[config.mk]
export PLATFORM = sky130hd
export DESIGN_NAME = issue_ctrl
export DESIGN_NICKNAME = d
export VERILOG_FILES = /design/src/rtl/issue_ctrl_pkg.sv /design/src/rtl/issue_scoreboard.sv /design/src/rtl/issue_ctrl.sv
export SDC_FILE = /design/constraint.sdc
export NUM_CORES = 1
export LEC_CHECK = 0
export ABC_AREA = 0
export CAP_MARGIN = 25
export CORE_MARGIN = 10
export CORE_UTILIZATION = 35
export DETAILED_ROUTE_END_ITERATION = 12
export PLACE_DENSITY = 0.64
export SYNTH_ARGS = -nofsm -noshare
export SYNTH_HDL_FRONTEND = slang
export SYNTH_SLANG_ARGS = --single-unit
[constraint.sdc]
create_clock -name clk_i -period 3.5 [get_ports clk_i]
set_input_delay 0.35 -clock clk_i [delete_from_list [all_inputs] [get_ports clk_i]]
set_output_delay 0.35 -clock clk_i [all_outputs]
set_load 0.02 [all_outputs]
[src/rtl/issue_ctrl_pkg.sv]
// Shared types and constants for the issue controller and its scoreboard.
// Register-index helpers keep x0 handling in one place.
package issue_ctrl_pkg;

  localparam int NUM_REGS = 32;
  localparam int REG_AW   = $clog2(NUM_REGS);
  localparam int LOAD_CW  = 3;

  typedef enum logic [1:0] {
    READY    = 2'd0,
    WAIT_GNT = 2'd1,
    WAIT_PC  = 2'd2
  } issue_state_e;

  // One-hot register mask; x0 never produces a bit, so it can never become pending.
  function automatic logic [NUM_REGS-1:0] reg_onehot(input logic [REG_AW-1:0] addr,
                                                     input logic              en);
    logic [NUM_REGS-1:0] mask;
    mask = '0;
    if (en && (addr != '0)) begin
      mask[addr] = 1'b1;
    end
    return mask;
  endfunction

endpackage

[src/rtl/issue_scoreboard.sv]
// Pending-write scoreboard: set/clear take effect at the next edge, set wins a same-register tie.
// Lookups read only the registered vector; no backpressure.
module issue_scoreboard
  import issue_ctrl_pkg::*;
(
  input  logic                clk_i,
  input  logic                rst_i,
  input  logic                set_en,
  input  logic [REG_AW-1:0]   set_addr,
  input  logic                clr_en,
  input  logic [REG_AW-1:0]   clr_addr,
  input  logic [REG_AW-1:0]   rs1_addr,
  input  logic [REG_AW-1:0]   rs2_addr,
  input  logic [REG_AW-1:0]   rd_addr,
  output logic                rs1_hit,
  output logic                rs2_hit,
  output logic                rd_hit,
  output logic [NUM_REGS-1:0] pending
);

  logic [NUM_REGS-1:0] pending_q;
  logic [NUM_REGS-1:0] set_mask;
  logic [NUM_REGS-1:0] clr_mask;

  assign set_mask = reg_onehot(set_addr, set_en);
  assign clr_mask = reg_onehot(clr_addr, clr_en);

  // Clear first, then OR in the set so an issue overlapping a writeback keeps the bit.
  always_ff @(posedge clk_i or posedge rst_i) begin
    if (rst_i) begin
      pending_q <= '0;
    end else begin
      pending_q <= (pending_q & ~clr_mask) | set_mask;
    end
  end

  assign rs1_hit = (rs1_addr != '0) & pending_q[rs1_addr];
  assign rs2_hit = (rs2_addr != '0) & pending_q[rs2_addr];
  assign rd_hit  = (rd_addr  != '0) & pending_q[rd_addr];
  assign pending = pending_q;

endmodule

[src/rtl/issue_ctrl.sv]
// In-order issue controller: RAW/WAW scoreboard stall, LSU grant and PC-ALU waits, load credit limit.
// Zero-latency issue (issue_en = valid & ready); ready drops on hazard, full load count or a non-READY state.
module issue_ctrl
  import issue_ctrl_pkg::*;
#(
  parameter int MAX_LOADS = 2
) (
  input  logic                clk_i,
  input  logic                rst_i,
  input  logic                instr_valid_i,
  output logic                instr_ready_o,
  input  logic [REG_AW-1:0]   rs1_addr_i,
  input  logic [REG_AW-1:0]   rs2_addr_i,
  input  logic [REG_AW-1:0]   rd_addr_i,
  input  logic                rs1_used_i,
  input  logic                rs2_used_i,
  input  logic                rd_we_i,
  input  logic                is_load_i,
  input  logic                is_store_i,
  input  logic                is_pc_i,
  output logic                issue_en_o,
  input  logic                lsu_gnt_i,
  input  logic                lsu_rvalid_i,
  input  logic                wb_valid_i,
  input  logic [REG_AW-1:0]   wb_addr_i,
  input  logic                pc_done_i,
  input  logic                pc_taken_i,
  output logic                kill_o,
  output logic [NUM_REGS-1:0] pending_o,
  output logic [LOAD_CW-1:0]  loads_o,
  output logic [1:0]          state_o
);

  issue_state_e       state_q;
  issue_state_e       state_d;
  logic [LOAD_CW-1:0] loads_q;
  logic               rs1_hit;
  logic               rs2_hit;
  logic               rd_hit;
  logic               hazard;
  logic               load_full;
  logic               load_inc;
  logic               load_dec;

  issue_scoreboard u_scoreboard (
    .clk_i    (clk_i),
    .rst_i    (rst_i),
    .set_en   (issue_en_o & rd_we_i),
    .set_addr (rd_addr_i),
    .clr_en   (wb_valid_i),
    .clr_addr (wb_addr_i),
    .rs1_addr (rs1_addr_i),
    .rs2_addr (rs2_addr_i),
    .rd_addr  (rd_addr_i),
    .rs1_hit  (rs1_hit),
    .rs2_hit  (rs2_hit),
    .rd_hit   (rd_hit),
    .pending  (pending_o)
  );

  assign hazard        = (rs1_used_i & rs1_hit) | (rs2_used_i & rs2_hit) | (rd_we_i & rd_hit);
  assign load_full     = is_load_i & (loads_q == LOAD_CW'(MAX_LOADS));
  assign instr_ready_o = (state_q == READY) & ~hazard & ~load_full;
  assign issue_en_o    = instr_valid_i & instr_ready_o;

  always_ff @(posedge clk_i or posedge rst_i) begin
    if (rst_i) begin
      state_q <= READY;
    end else begin
      state_q <= state_d;
    end
  end

  always_comb begin
    state_d = state_q;
    kill_o  = 1'b0;
    unique case (state_q)
      READY: begin
        if (issue_en_o) begin
          if (is_load_i | is_store_i) begin
            state_d = WAIT_GNT;
          end else if (is_pc_i) begin
            state_d = WAIT_PC;
          end
        end
      end
      WAIT_GNT: begin
        if (lsu_gnt_i) begin
          state_d = READY;
        end
      end
      WAIT_PC: begin
        if (pc_done_i) begin
          state_d = READY;
          kill_o  = pc_taken_i;
        end
      end
      default: begin
        state_d = READY;
      end
    endcase
  end

  // A return with nothing outstanding is stray and must not wrap the count.
  assign load_inc = issue_en_o & is_load_i;
  assign load_dec = lsu_rvalid_i & (loads_q != '0);

  always_ff @(posedge clk_i or posedge rst_i) begin
    if (rst_i) begin
      loads_q <= '0;
    end else begin
      unique case ({load_inc, load_dec})
        2'b10:   loads_q <= loads_q + LOAD_CW'(1);
        2'b01:   loads_q <= loads_q - LOAD_CW'(1);
        default: loads_q <= loads_q;
      endcase
    end
  end

  assign loads_o = loads_q;
  assign state_o = state_q;

endmodule

==> metrics.txt <==
# TYPE chip_impl_metric gauge
chip_impl_info{name="outcome",value="completed"} 1
chip_impl_info{name="timing.critical_path.from_type",value="primary input"} 1
chip_impl_metric{name="clk_path_buf_depth",unit=""} 2
chip_impl_metric{name="synth_area",unit="um2"} 2890
chip_impl_metric{name="firstDrtPassIters",unit=""} 5
chip_impl_metric{name="worst_ir_drop_vdd",unit="mV"} 0.151
chip_impl_metric{name="critical_path_arrival",unit="ns"} 2.87
chip_impl_metric{name="gr-usage-all-layers",unit="%"} 14.9
chip_impl_info{name="cts_root_buffer",value="clkbuf_8"} 1
chip_impl_metric{name="cp_data_required_time",unit="ns"} 3.15
chip_impl_metric{name="syn_inst",unit=""} 287
chip_impl_metric{name="post_route_total_power",unit="uW"} 1830
chip_impl_metric{name="cts.sinks",unit=""} 37
chip_impl_metric{name="post_dp_cell_area",unit="um2"} 3750
chip_impl_metric{name="grt_remaining_overflow",unit=""} 0
chip_impl_info{name="worstHoldPathType",value="flop to flop"} 1
chip_impl_metric{name="timing_max_transition_violations_final",unit=""} 0
chip_impl_info{name="yosys.cell_count.top_type",value="nand2_1"} 1
chip_impl_metric{name="cts_made_buffers",unit=""} 5
chip_impl_metric{name="finalCriticalPeriod",unit="ns"} 3.22
chip_impl_metric{name="async_flop_share",unit="%"} 100
chip_impl_metric{name="insertion_delay",unit="ns"} 0.30
chip_impl_metric{name="setup_viol",unit=""} 0
chip_impl_info{name="synth-main-ff-cell",value="dfrtp_1"} 1
chip_impl_metric{name="place.port_buffers",unit=""} 73
chip_impl_metric{name="yosys.area_share.adder",unit="%"} 1.13
chip_impl_metric{name="area.growth.synth_to_final",unit="%"} 34.6
chip_impl_metric{name="detailroute.via_count",unit=""} 2725
chip_impl_info{name="synthTopCellsByArea",value="dfrtp_1 32%, o21ai_2 9.1%, mux4_2 7.0%"} 1
chip_impl_metric{name="post_route_drc",unit=""} 0
chip_impl_metric{name="fp.dieArea",unit="um2"} 12300
chip_impl_metric{name="postSynthAreaPerCell",unit="um2"} 10.1
chip_impl_metric{name="clk_transition_reported_paths",unit="ns"} 0.07
chip_impl_metric{name="detail_route.iter0.violations",unit=""} 263
chip_impl_metric{name="die_w",unit="um"} 111
chip_impl_info{name="timing.rr.start",value="u_scoreboard.pending[26]"} 1
chip_impl_metric{name="max-cap-violations",unit=""} 0
chip_impl_metric{name="clock.fmax",unit="GHz"} 0.310
chip_impl_metric{name="ios",unit=""} 74
chip_impl_info{name="regToRegEndpoint",value="loads_o[2]"} 1
chip_impl_metric{name="ant_nets",unit=""} 0
chip_impl_metric{name="number_of_enable_flip_flop_cells_after_synthesis",unit=""} 0
chip_impl_metric{name="cts_hold_buf",unit=""} 0
chip_impl_metric{name="synth_register_bits",unit=""} 37
chip_impl_metric{name="antenna-diode-count",unit=""} 0
chip_impl_metric{name="die_span_y",unit="um"} 111
chip_impl_info{name="synth_common_cells",value="41 x nand2_1, 37 x dfrtp_1, 34 x o21ai_0"} 1
chip_impl_info{name="timing.setup.critical_path_class",value="primary input to primary output"} 1
chip_impl_metric{name="finalNetCount",unit=""} 404
chip_impl_metric{name="hold_fails_final_rpt",unit=""} 0
chip_impl_metric{name="slew-limit-headroom",unit="%"} 47.2
chip_impl_metric{name="layout_worst_path_cycle_share",unit="%"} 92.0
chip_impl_metric{name="rows",unit=""} 33
chip_impl_metric{name="synth-xor-area-share",unit="%"} 0.909
chip_impl_metric{name="final_util",unit="%"} 47.8
chip_impl_metric{name="nets_in_the_synthesized_netlist",unit=""} 323
chip_impl_metric{name="per_cell_via_count_in_the_routed_design",unit=""} 5.75
chip_impl_metric{name="synth_compound_gate_area_share",unit="%"} 20.9
chip_impl_metric{name="ys.warnings.count",unit=""} 0
chip_impl_metric{name="power.leakage",unit="uW"} 0.00155
chip_impl_metric{name="routabilityCongestion",unit=""} 0.938
chip_impl_info{name="hp-start",value="u_scoreboard.pending[0]"} 1
chip_impl_metric{name="timing.reg2reg.worst_path_depth",unit=""} 11
chip_impl_metric{name="worst_clock_skew",unit="ns"} 0.00306
chip_impl_info{name="grt_setup_unrepaired",value="false"} 1
chip_impl_info{name="synthDominantAreaCellType",value="dfrtp_1"} 1
chip_impl_info{name="timing.hold.worst_endpoint",value="u_scoreboard.pending[0]"} 1
chip_impl_metric{name="design.core.area",unit="um2"} 8130
chip_impl_metric{name="synth_simple_gate_area_share",unit="%"} 17.5
chip_impl_metric{name="postLayoutSetupSlackWorst",unit="ns"} 0.279
chip_impl_metric{name="final_layout_fill_cell_count",unit=""} 753
chip_impl_metric{name="first_global_vias",unit=""} 2658
chip_impl_metric{name="final_cells",unit=""} 474
chip_impl_metric{name="cellPowerDensity",unit="nW/um2"} 470
chip_impl_metric{name="count_of_distinct_cell_types_in_the_synthesized_netlist",unit=""} 51
chip_impl_metric{name="cts-htree-levels",unit=""} 2
chip_impl_metric{name="initial_cell_density_of_the_core",unit="%"} 35.5
chip_impl_metric{name="timing.critical_path.fanout_max",unit=""} 6
chip_impl_metric{name="ys_seq_area_share",unit="%"} 32.0
chip_impl_metric{name="finish.instance_area",unit="um2"} 3890
chip_impl_metric{name="wire_length_of_the_first_global_routing_pass",unit="um"} 15100
chip_impl_metric{name="synthMuxAreaShare",unit="%"} 20.6
chip_impl_metric{name="grt_max_degree",unit=""} 38
chip_impl_metric{name="hold_depth",unit=""} 0
chip_impl_metric{name="synth_top_area_share",unit="%"} 32.0
chip_impl_metric{name="detail_route.wirelength",unit="um"} 9670
chip_impl_info{name="critical_path.endpoint_type",value="primary output"} 1
chip_impl_metric{name="worst_pin_slew",unit="ns"} 0.791
chip_impl_metric{name="detailed_place_hpwl",unit="um"} 7280
chip_impl_metric{name="final_layout_size_suffix_gt1_share",unit="%"} 22.0
chip_impl_metric{name="place_worst_setup_slack",unit="ns"} -0.00657
chip_impl_metric{name="r2r_setup_slack",unit="ns"} 0.58
chip_impl_info{name="dominant_combinational_cell_family_by_area_after_synthesis",value="compound AO/OA/AOI/OAI gates"} 1
chip_impl_metric{name="routed_wire_length_per_instance",unit="um"} 20.4
chip_impl_info{name="tritoncts",value="built"} 1
chip_impl_metric{name="antenna_found_initial",unit=""} 0
chip_impl_metric{name="placed_cells_incl_taps",unit=""} 466
cell families (layout without fill, tap and decap cells):
kind of cell	count (synthesis)	after routing
simple gates	94	94
buf+inv	28	110
compound gates	84	84
flops	37	37
fa+ha+maj	2	2
xor+xnor	3	3
mux	39	39
power by group:
| part | switching (uW) | internal [uW] |
|---|---|---|
| clock network | 164 | 283 |
| registers | 118 | 508 |
| logic | 377 | 378 |
worst max path at each step:
stage             startpoint             to  slack, ns  depth (start not counted)
6_report       rs1_addr_i[1]  instr_ready_o       0.28                          8
4_1_cts        rs1_addr_i[1]     issue_en_o       0.04                          8
3_5_place_dp   rs1_addr_i[1]  instr_ready_o     -0.007                          8
2_1_floorplan  rs1_addr_i[1]     loads_o[2]       0.61                         12
3_3_place_gp   rs1_addr_i[1]  instr_ready_o       0.02                          8
5_1_grt        rs1_addr_i[1]     loads_o[2]       0.16                         13
area by class of cell:
class	instances	area [um2]	area share, %
clock buffers	5	68.8	1.77
clock inverters	3	65.1	1.67
inverters	11	41.3	1.06
multi-input cells	222	1760	45.3
flip-flops and latches	37	926	23.8
well taps	105	131	3.38
repair buffers	91	892	22.9
sequential cells by signal, summed over array words and instances, names as in the netlist:
| signal | flops |
|---|---|
| loads_o | 3 |
| state_o | 2 |
| u_scoreboard.pending | 32 |
layer usage:
| metal | GRT usage [%] | share of wire (%) | vias to the layer above |
|---|---|---|---|
| li1 | - | - | 1238 |
| met1 | 19.6 | 44 | 1333 |
| met2 | 23.4 | 46 | 139 |
| met3 | 3.41 | 7.6 | 15 |
| met4 | 5.38 | 2.1 | 0 |
| met5 | 0 | 0 | - |
cell usage in the layout, fill, tap and decap left out, types with 2 or more instances in the layout:
cell / count
a21boi_0: 2
a221oi_1: 2
a22oi_1: 2
a311oi_1: 2
and2_1: 2
and2_2: 2
buf_12: 2
buf_4: 16
bufinv_16: 2
clkbuf_8: 5
clkdlybuf4s50_1: 71
dfrtp_1: 37
inv_1: 11
mux2_2: 8
mux2i_1: 17
mux4_1: 5
mux4_2: 9
nand2_1: 41
nand3_1: 4
nand3b_1: 11
nand4_1: 3
nor2_1: 11
nor2b_1: 3
nor3_1: 2
nor3b_1: 4
o21ai_0: 34
o21ai_2: 30
o22ai_1: 4
o32ai_1: 2
xor2_1: 2
worst max-delay path, cell delays in order:
cell and delay, ns:
clkdlybuf4s50_1 0.45, buf_4 0.16, mux4_1 0.56, mux4_2 0.50
o2111ai_2 0.22, and2_2 0.19, and2_1 0.11, dlygate4sd2_1 0.33
metrics by stage:
stage / hold slack, ns / setup TNS (ns)
6_report: 0.442 / 0
3_5_place_dp: 0.429 / -0.00657
2_1_floorplan: 0.448 / 0
3_3_place_gp: 0.420 / 0
4_1_cts: 0.450 / 0
5_1_grt: 0.480 / 0
timing repair:
action / in CTS / in global routing
setup endpoints to repair: 1 / 1
resized for setup: 1 / 1
buffers inserted: 0 / 0
(Power assumes the default switching activity.)
